`src/rtl/alu_seq_if.sv`:
```
// Execute-stage operand, control and result bundle between the core and alu_seq.
// The core drives the master side; alu_seq is the slave.
interface alu_seq_if #(
  parameter int XLEN = 32
);
  logic            in_valid;
  logic            in_ready;
  logic [XLEN-1:0] op1;
  logic [XLEN-1:0] op2;
  logic [2:0]      func3;
  logic            instr30;
  logic            instr25;
  logic [1:0]      alu_op;
  logic            op2_sel;
  logic            flush;
  logic            out_valid;
  logic [XLEN-1:0] alu_out;
  logic            busy;

  modport master (
    output in_valid, op1, op2, func3, instr30, instr25, alu_op, op2_sel, flush,
    input  in_ready, out_valid, alu_out, busy
  );

  modport slave (
    input  in_valid, op1, op2, func3, instr30, instr25, alu_op, op2_sel, flush,
    output in_ready, out_valid, alu_out, busy
  );
endinterface

```
`src/rtl/alu_seq.sv`:
```
// Multi-cycle RV32I/M execute ALU: registered base ops, two-cycle multiply,
// fixed-latency restoring divide with sign fix-up, valid/ready handshake and flush.
module alu_seq #(
  parameter int XLEN = 32
) (
  input  logic     clk,
  input  logic     rst_n,
  alu_seq_if.slave bus
);
  localparam int SHAMT_W = $clog2(XLEN);
  localparam int CNT_W   = $clog2(XLEN) + 1;

  typedef enum logic [1:0] {S_IDLE, S_MUL, S_DIV, S_FIX} state_e;

  state_e             state_q;
  logic               out_valid_q;
  logic [XLEN-1:0]    alu_out_q;
  logic [CNT_W-1:0]   cnt_q;

  logic [1:0]         f_q;
  logic [XLEN-1:0]    a_q;
  logic [XLEN-1:0]    b_q;
  logic [XLEN-1:0]    quo_q;
  logic [XLEN-1:0]    rem_q;
  logic               q_neg_q;
  logic               r_neg_q;
  logic               dz_q;

  logic               accept;
  logic               func7;
  logic               is_mop;
  logic [SHAMT_W-1:0] shamt;
  logic [XLEN-1:0]    base_res;

  assign accept = bus.in_valid && bus.in_ready && !bus.flush;
  assign func7  = bus.instr30 && (bus.func3 == 3'd5 || !bus.op2_sel);
  assign is_mop = (bus.alu_op == 2'b01) && !bus.op2_sel && bus.instr25;
  assign shamt  = bus.op2[SHAMT_W-1:0];

  always_comb begin
    // NOTE: default assignment first, so every path drives base_res and no latch is inferred.
    base_res = bus.op1 + bus.op2;
    if (bus.alu_op == 2'b10) begin
      base_res = bus.op2;
    end else if (bus.alu_op == 2'b01) begin
      case ({func7, bus.func3})
        4'b1000: base_res = bus.op1 - bus.op2;
        4'b0100: base_res = bus.op1 ^ bus.op2;
        4'b0110: base_res = bus.op1 | bus.op2;
        4'b0111: base_res = bus.op1 & bus.op2;
        4'b0001: base_res = bus.op1 << shamt;
        4'b0101: base_res = bus.op1 >> shamt;
        4'b1101: base_res = $unsigned($signed(bus.op1) >>> shamt);
        4'b0010: base_res = {{(XLEN-1){1'b0}}, $signed(bus.op1) < $signed(bus.op2)};
        4'b0011: base_res = {{(XLEN-1){1'b0}}, bus.op1 < bus.op2};
        default: ;
      endcase
    end
  end

  // Divide operands are captured as magnitudes; signs are reapplied in FIX.
  logic            a_neg;
  logic            b_neg;
  logic [XLEN-1:0] a_mag;
  logic [XLEN-1:0] b_mag;

  assign a_neg = !bus.func3[0] && bus.op1[XLEN-1];
  assign b_neg = !bus.func3[0] && bus.op2[XLEN-1];
  assign a_mag = a_neg ? -bus.op1 : bus.op1;
  assign b_mag = b_neg ? -bus.op2 : bus.op2;

  // One restoring step: shift in the next dividend bit, subtract if it fits.
  logic [XLEN:0]   rem_sh;
  logic [XLEN:0]   rem_diff;
  logic [XLEN-1:0] quo_d;
  logic [XLEN-1:0] rem_d;

  assign rem_sh   = {rem_q, quo_q[XLEN-1]};
  assign rem_diff = rem_sh - {1'b0, b_q};
  assign quo_d    = {quo_q[XLEN-2:0], !rem_diff[XLEN]};
  assign rem_d    = rem_diff[XLEN] ? rem_sh[XLEN-1:0] : rem_diff[XLEN-1:0];

  logic [XLEN-1:0] div_res;

  always_comb begin
    div_res = f_q[1] ? (r_neg_q ? -rem_q : rem_q) : (q_neg_q ? -quo_q : quo_q);
    if (dz_q) div_res = f_q[1] ? a_q : '1;
  end

  // Sign-extending to 2*XLEN makes the truncated product exact for every signedness mix.
  logic              a_sx;
  logic              b_sx;
  logic [2*XLEN-1:0] a_w;
  logic [2*XLEN-1:0] b_w;
  logic [2*XLEN-1:0] prod;
  logic [XLEN-1:0]   mul_res;

  assign a_sx    = f_q != 2'b11;
  assign b_sx    = f_q == 2'b01;
  assign a_w     = {{XLEN{a_sx & a_q[XLEN-1]}}, a_q};
  assign b_w     = {{XLEN{b_sx & b_q[XLEN-1]}}, b_q};
  assign prod    = a_w * b_w;
  assign mul_res = (f_q == 2'b00) ? prod[XLEN-1:0] : prod[2*XLEN-1:XLEN];

  always_ff @(posedge clk) begin
    // NOTE: non-blocking assignments, so every flop samples the values from before the edge.
    if (!rst_n) begin
      state_q     <= S_IDLE;
      out_valid_q <= 1'b0;
      alu_out_q   <= '0;
      cnt_q       <= '0;
    end else if (bus.flush) begin
      state_q     <= S_IDLE;
      out_valid_q <= 1'b0;
      cnt_q       <= '0;
    end else begin
      out_valid_q <= 1'b0;
      case (state_q)
        S_IDLE: begin
          if (accept) begin
            if (!is_mop) begin
              alu_out_q   <= base_res;
              out_valid_q <= 1'b1;
            end else if (bus.func3[2]) begin
              state_q <= S_DIV;
              cnt_q   <= CNT_W'(XLEN);
            end else begin
              state_q <= S_MUL;
            end
          end
        end
        S_MUL: begin
          alu_out_q   <= mul_res;
          out_valid_q <= 1'b1;
          state_q     <= S_IDLE;
        end
        S_DIV: begin
          cnt_q <= cnt_q - CNT_W'(1);
          if (cnt_q == CNT_W'(1)) state_q <= S_FIX;
        end
        S_FIX: begin
          alu_out_q   <= div_res;
          out_valid_q <= 1'b1;
          state_q     <= S_IDLE;
        end
        default: state_q <= S_IDLE;
      endcase
    end
  end

  // NOTE: datapath registers carry no reset; they are always loaded before being read.
  always_ff @(posedge clk) begin
    if (accept && is_mop) begin
      f_q <= bus.func3[1:0];
      a_q <= bus.op1;
      if (bus.func3[2]) begin
        b_q     <= b_mag;
        quo_q   <= a_mag;
        rem_q   <= '0;
        q_neg_q <= a_neg ^ b_neg;
        r_neg_q <= a_neg;
        dz_q    <= bus.op2 == '0;
      end else begin
        b_q <= bus.op2;
      end
    end else if (state_q == S_DIV) begin
      quo_q <= quo_d;
      rem_q <= rem_d;
    end
  end

  assign bus.in_ready  = rst_n && (state_q == S_IDLE);
  assign bus.busy      = state_q != S_IDLE;
  assign bus.out_valid = out_valid_q;
  assign bus.alu_out   = alu_out_q;
endmodule

```
`src/flat_wrapper.sv`:
```
// flat-port wrapper written by rule: the top's interface ports become plain ports
module alu_seq_flat 
#(
  parameter int XLEN = 32
)
  (clk, rst_n, bus_in_valid, bus_op1, bus_op2, bus_func3, bus_instr30, bus_instr25, bus_alu_op, bus_op2_sel, bus_flush, bus_in_ready, bus_out_valid, bus_alu_out, bus_busy);
  alu_seq_if #(.XLEN(XLEN)) bus_i ();
  input  logic clk;
  input  logic rst_n;
  input wire logic [$bits(bus_i.in_valid)-1:0] bus_in_valid;
  input wire logic [$bits(bus_i.op1)-1:0] bus_op1;
  input wire logic [$bits(bus_i.op2)-1:0] bus_op2;
  input wire logic [$bits(bus_i.func3)-1:0] bus_func3;
  input wire logic [$bits(bus_i.instr30)-1:0] bus_instr30;
  input wire logic [$bits(bus_i.instr25)-1:0] bus_instr25;
  input wire logic [$bits(bus_i.alu_op)-1:0] bus_alu_op;
  input wire logic [$bits(bus_i.op2_sel)-1:0] bus_op2_sel;
  input wire logic [$bits(bus_i.flush)-1:0] bus_flush;
  output wire logic [$bits(bus_i.in_ready)-1:0] bus_in_ready;
  output wire logic [$bits(bus_i.out_valid)-1:0] bus_out_valid;
  output wire logic [$bits(bus_i.alu_out)-1:0] bus_alu_out;
  output wire logic [$bits(bus_i.busy)-1:0] bus_busy;
  assign bus_i.in_valid = bus_in_valid;
  assign bus_i.op1 = bus_op1;
  assign bus_i.op2 = bus_op2;
  assign bus_i.func3 = bus_func3;
  assign bus_i.instr30 = bus_instr30;
  assign bus_i.instr25 = bus_instr25;
  assign bus_i.alu_op = bus_alu_op;
  assign bus_i.op2_sel = bus_op2_sel;
  assign bus_i.flush = bus_flush;
  assign bus_in_ready = bus_i.in_ready;
  assign bus_out_valid = bus_i.out_valid;
  assign bus_alu_out = bus_i.alu_out;
  assign bus_busy = bus_i.busy;
  alu_seq #(.XLEN(XLEN)) u_core (.clk(clk), .rst_n(rst_n), .bus(bus_i));
endmodule
```
`config.mk`:
```
export PLATFORM = sky130hd
export DESIGN_NAME = alu_seq_flat
export DESIGN_NICKNAME = d
export VERILOG_FILES = /design/src/rtl/alu_seq_if.sv /design/src/rtl/alu_seq.sv /design/src/flat_wrapper.sv
export SDC_FILE = /design/constraint.sdc
export NUM_CORES = 2
export LEC_CHECK = 0
export CAP_MARGIN = 10
export CORE_ASPECT_RATIO = 2
export CORE_MARGIN = 2
export CORE_UTILIZATION = 40
export DETAILED_ROUTE_END_ITERATION = 6
export HOLD_SLACK_MARGIN = 0.02
export RECOVER_POWER = 100
export SLEW_MARGIN = 25
export SYNTH_ARGS = -nofsm -noshare
export SYNTH_HDL_FRONTEND = slang
export SYNTH_SLANG_ARGS = --single-unit
```
`constraint.sdc`:
```
create_clock -name clk -period 26.6 [get_ports clk]
set_input_delay 5.32 -clock clk [delete_from_list [all_inputs] [get_ports clk]]
set_output_delay 5.32 -clock clk [all_outputs]
set_load 0.005 [all_outputs]
```
==> run metrics <==
outcome=finished with violations; failing checks=capacitance limit, slew limit; HPWL after detailed placement=roughly 160 mm; Clock Skew=about 0.02 ns; Setup Total Neg Slack=0 ns; average size of a mapped cell=around 8.5 µm²; setup slack of the most critical reg-to-reg path=~16 ns; initial antenna violation count=16; Period minus WS final=about 15 ns; cell type of the slowest stage on the worst timing path=sky130_fd_sc_hd__clkbuf_1; worst hold start=u_core.cnt_q[1]; Top-Level Pins=around 110; register area=about 4800 µm²; Post-synth EDFFs=133; register area share after synthesis=8.19%; critical path peak fanout=66; arithmetic-cell share of the synthesized area counting full adders, half adders and majority gates=between 40% and 50%; reg-to-reg endpoint=u_core.bus.alu_out[23]; number of nets produced by synthesis=about 8400; Pins Over Slew Limit=roughly 360; simple-gate area share of the yosys netlist=15.3%; weighted congestion at the end of routability-driven global placement=roughly 1.0; Post-Syn Area=58800 µm²; share of flip-flops with an asynchronous set or reset=0%; Cell Rows=about 200; Ys Warns=0; worst reg2reg path depth=27; count of hold-fix buffers inserted at cts=0; placed cell area=between 60000 and 70000 µm²; Remaining DRCs=0; Largest delay share family, worst path=buffers and inverters; hold crit path type=reg -> reg; maximum frequency from static timing analysis=slightly below 70 MHz; most instantiated flip-flop cell in the synthesis netlist=sky130_fd_sc_hd__edfxtp_1; power per cell area=just over 40 nW/µm²; starting utilization of the core area=around two fifths; clock root buffer master=sky130_fd_sc_hd__clkbuf_16; endpoint class of the critical path=flip-flop; Most common cell on crit path=sky130_fd_sc_hd__nand2_1; layout cell share with drive strength beyond 1=between 3 and 4%; worst relative slew slack=-111%; global-route usage over all layers=between 20% and 30%; unrepaired setup endpoints after global routing=no; data required time at the worst endpoint=~27 ns; detailed-route via count=about 50000; worst hold path cell count=2; height of the die=between 500 and 600 µm; grt ovf=0; post-synthesis xor/xnor area fraction=3.80%; slew of the pin with the lowest slew margin=between 3 and 4 ns; Hold Vio Cnt, Final=0; area enclosed by the die boundary=150000 µm²; number of standard cells after synthesis=between 6000 and 7000; category of the critical setup timing path=in -> reg; TritonCTS clock tree=done; largest family of logic cells by synthesized area=adder cells; largest net degree at the start of global routing=68; number of distinct library cells after synthesis=95; overall power=2.55 mW; CTS resizes=0; VDD IR max=a little over 90 µV; worst hold path endpoint=u_core.cnt_q[1]; total length of routed wires=206 mm; clock sinks=roughly 170; number of endpoints failing setup at the final stage=0; number of setup buffers added after CTS=0; maximum level of the CTS H-tree=4; Iteration-0 DRC Markers=~4400; count of buffers inserted at the top-level ports=110; Net count, final=between 8000 and 9000; final design area excluding fillers=just over 60000 µm²; WL per Instance=23.8 µm; number of global-route vias before repair=between 50000 and 60000; worst reg2reg path startpoint=u_core.f_q[1]; leakage=roughly 29 nW; first-pass GRT wire length=around 310 mm; number of maximum-capacitance constraint violations=8; maximum buffer depth of the clock tree=2; flops & latches, synth=~170; list of cells traversed by the critical path=clkdlybuf4s50_1 > clkbuf_1 > nor2b_1 > and3_1 > nand2_1 > clkinvlp_2 > nand2_1 > inv_1 > a21oi_1 > inv_1 > clkbuf_1 > nand2_1 > nor3_1 > xnor2_1 > nor2_1; biggest cell delay along the critical path=around 2.3 ns; detailed-route vias per instance=roughly 5.7; Hold Worst Slack=around 0.55 ns; data arrival time of the worst path=15.23 ns; buffers and inverters on the worst path=6; Area growth syn-to-layout=5.62%; Clock Latency Late Sink=roughly 0.46 ns; multiplexer fraction of the synthesized cell area=under 10%; clock transition time at the flip-flop clock pins of the worst setup and hold paths=around 0.070 ns; first-pass detailed-route iteration total=6; antenna violation net count after detailed routing=0; CP Launch Type=primary input; core area=between 100000 and 150000 µm²; DIE WIDTH=275 µm; share of the clock period used by the worst path after layout=a little under three fifths; number of buffers created by CTS=17; multi-input logic area=47200 µm²; Filler Cells Inserted=around 15000; compound-cell area share of the yosys netlist=approximately an eighth
-- cells in the final DEF, fill, tap and decap left out, types with 15 or more instances in the layout --
cell type,count
sky130_fd_sc_hd__or3_1,24
sky130_fd_sc_hd__nor3_1,60
sky130_fd_sc_hd__fa_1,1128
sky130_fd_sc_hd__nand2b_1,31
sky130_fd_sc_hd__buf_4,110
sky130_fd_sc_hd__dfxtp_1,41
sky130_fd_sc_hd__clkbuf_1,30
sky130_fd_sc_hd__edfxtp_1,133
sky130_fd_sc_hd__nand3_1,54
sky130_fd_sc_hd__nor2b_1,22
sky130_fd_sc_hd__and2_1,281
sky130_fd_sc_hd__ha_1,347
sky130_fd_sc_hd__o31ai_1,41
sky130_fd_sc_hd__dlygate4sd3_1,48
sky130_fd_sc_hd__nand4_1,25
sky130_fd_sc_hd__xor2_1,71
sky130_fd_sc_hd__a221oi_1,50
sky130_fd_sc_hd__o211ai_1,35
sky130_fd_sc_hd__inv_1,1333
sky130_fd_sc_hd__a22oi_1,15
sky130_fd_sc_hd__o21a_1,21
sky130_fd_sc_hd__a21o_1,65
sky130_fd_sc_hd__a31oi_1,66
sky130_fd_sc_hd__nor2_1,353
sky130_fd_sc_hd__nor4_1,23
sky130_fd_sc_hd__or2_2,20
sky130_fd_sc_hd__nand2_1,1011
sky130_fd_sc_hd__clkbuf_16,17
sky130_fd_sc_hd__mux4_2,59
sky130_fd_sc_hd__and3_1,35
sky130_fd_sc_hd__a21oi_1,260
sky130_fd_sc_hd__a211oi_1,38
sky130_fd_sc_hd__o21ai_0,263
sky130_fd_sc_hd__xnor2_1,184
sky130_fd_sc_hd__o22ai_1,21
sky130_fd_sc_hd__mux2i_1,81
sky130_fd_sc_hd__o21bai_1,26
sky130_fd_sc_hd__clkdlybuf4s50_1,58
sky130_fd_sc_hd__a2111oi_0,15
-- area by class of cell --
| type | count | share of cell area, % |
|---|---|---|
| tap | 1909 | 3.85 |
| clock buffer | 17 | 0.685 |
| sequential | 174 | 7.76 |
| antenna | 2 | 0.00806 |
| multi-input combinational | 4922 | 76.1 |
| inverter | 1341 | 8.11 |
| clock inverter | 15 | 0.256 |
| timing repair buffer | 249 | 3.26 |
-- flip-flops by register name (all words and copies together), names as in the netlist, 2 cells and up --
| signal | count |
|---|---|
| u_core.state_q | 2 |
| u_core.rem_q | 32 |
| u_core.f_q | 2 |
| u_core.quo_q | 32 |
| u_core.bus.alu_out | 32 |
| u_core.a_q | 32 |
| u_core.b_q | 32 |
| u_core.cnt_q | 6 |
-- metrics by stage --
stage	utilization (%)	worst slack (ns)	cells
after global placement	42.1	14.42	8594
after floorplan	-	15.60	6876
after detailed placement	42.1	14.43	8594
after global routing	42.4	10.90	8627
final	42.4	11.72	8629
after CTS	42.5	14.43	8626
-- worst register-to-register path, stage by stage, from the launching register on --
cell                       delay, ns
sky130_fd_sc_hd__edfxtp_1       0.32
sky130_fd_sc_hd__buf_4          0.41
sky130_fd_sc_hd__nand2_1        0.64
sky130_fd_sc_hd__and2_1         0.64
sky130_fd_sc_hd__nand2_1        0.28
sky130_fd_sc_hd__inv_1          0.09
sky130_fd_sc_hd__fa_1           0.53
sky130_fd_sc_hd__inv_1          0.14
sky130_fd_sc_hd__fa_1           0.58
sky130_fd_sc_hd__inv_1          0.13
sky130_fd_sc_hd__fa_1           0.52
sky130_fd_sc_hd__fa_1           0.99
sky130_fd_sc_hd__inv_1          0.43
sky130_fd_sc_hd__fa_1           0.59
sky130_fd_sc_hd__inv_1          0.06
sky130_fd_sc_hd__fa_1           0.53
sky130_fd_sc_hd__inv_1          0.05
sky130_fd_sc_hd__fa_1           0.44
sky130_fd_sc_hd__fa_1           0.49
sky130_fd_sc_hd__inv_1          0.04
sky130_fd_sc_hd__ha_1           0.52
sky130_fd_sc_hd__nand4_1        0.18
sky130_fd_sc_hd__or3_1          0.42
sky130_fd_sc_hd__o41ai_2        0.93
sky130_fd_sc_hd__a211oi_1       0.27
sky130_fd_sc_hd__o21a_1         0.23
sky130_fd_sc_hd__o21ai_0        0.14
sky130_fd_sc_hd__a21oi_1        0.09
-- logic make-up (layout without fill, tap and decap cells) --
logic type               after synthesis  in the layout
XOR/XNOR                             255            255
flip-flops                           174            174
other                                  0              2
multiplexers                         150            150
adder cells (fa/ha/maj)             1475           1475
AO/OA/AOI/OAI                       1051           1051
buffers and inverters               1780           1622
AND/OR/NAND/NOR                     1991           1991
-- Yosys cell counts, types with 71 or more instances --
cell	number	area share (%)
sky130_fd_sc_hd__a21oi_1	261	2.2
sky130_fd_sc_hd__fa_1	1128	38
sky130_fd_sc_hd__nor2_1	358	2.3
sky130_fd_sc_hd__xor2_1	71	1.1
sky130_fd_sc_hd__edfxtp_1	133	6.8
sky130_fd_sc_hd__o21ai_0	263	2.2
sky130_fd_sc_hd__xnor2_1	184	2.7
sky130_fd_sc_hd__inv_1	1333	8.5
sky130_fd_sc_hd__and2_1	282	3.0
sky130_fd_sc_hd__clkbuf_1	397	2.5
sky130_fd_sc_hd__ha_1	347	7.4
sky130_fd_sc_hd__nand2_1	1011	6.5
sky130_fd_sc_hd__mux2i_1	81	1.4
-- power breakdown --
part,switching [mW],internal [mW],leakage (nW)
clock,0.124,0.140,0.279
sequential,0.00588,0.295,1.53
combinational,1.29,0.696,26.9
total,1.42,1.13,28.7
-- worst max path at each step --
stage	slack (ns)	cells after the start	endpoint	from
floorplan	15.60	2	bus_in_ready	rst_n
global placement	14.42	4	bus_in_ready	rst_n
detailed placement	14.43	4	bus_in_ready	rst_n
CTS	14.43	4	bus_in_ready	rst_n
global route	10.90	15	u_core.cnt_q[4]	rst_n
finish	11.72	15	u_core.cnt_q[4]	rst_n
-- per-layer routing --
layer	global-route usage [%]	up-vias	wire length, µm	part of all wire, %
met3	4.23	509	15500	7.5
met1	35.9	25032	80000	39
met5	0	-	7	0.0034
li1	-	21255	-	-
met4	14.2	2	12700	6.2
met2	45.1	2214	97300	47
Note: power is estimated with default switching activity, not from simulation.
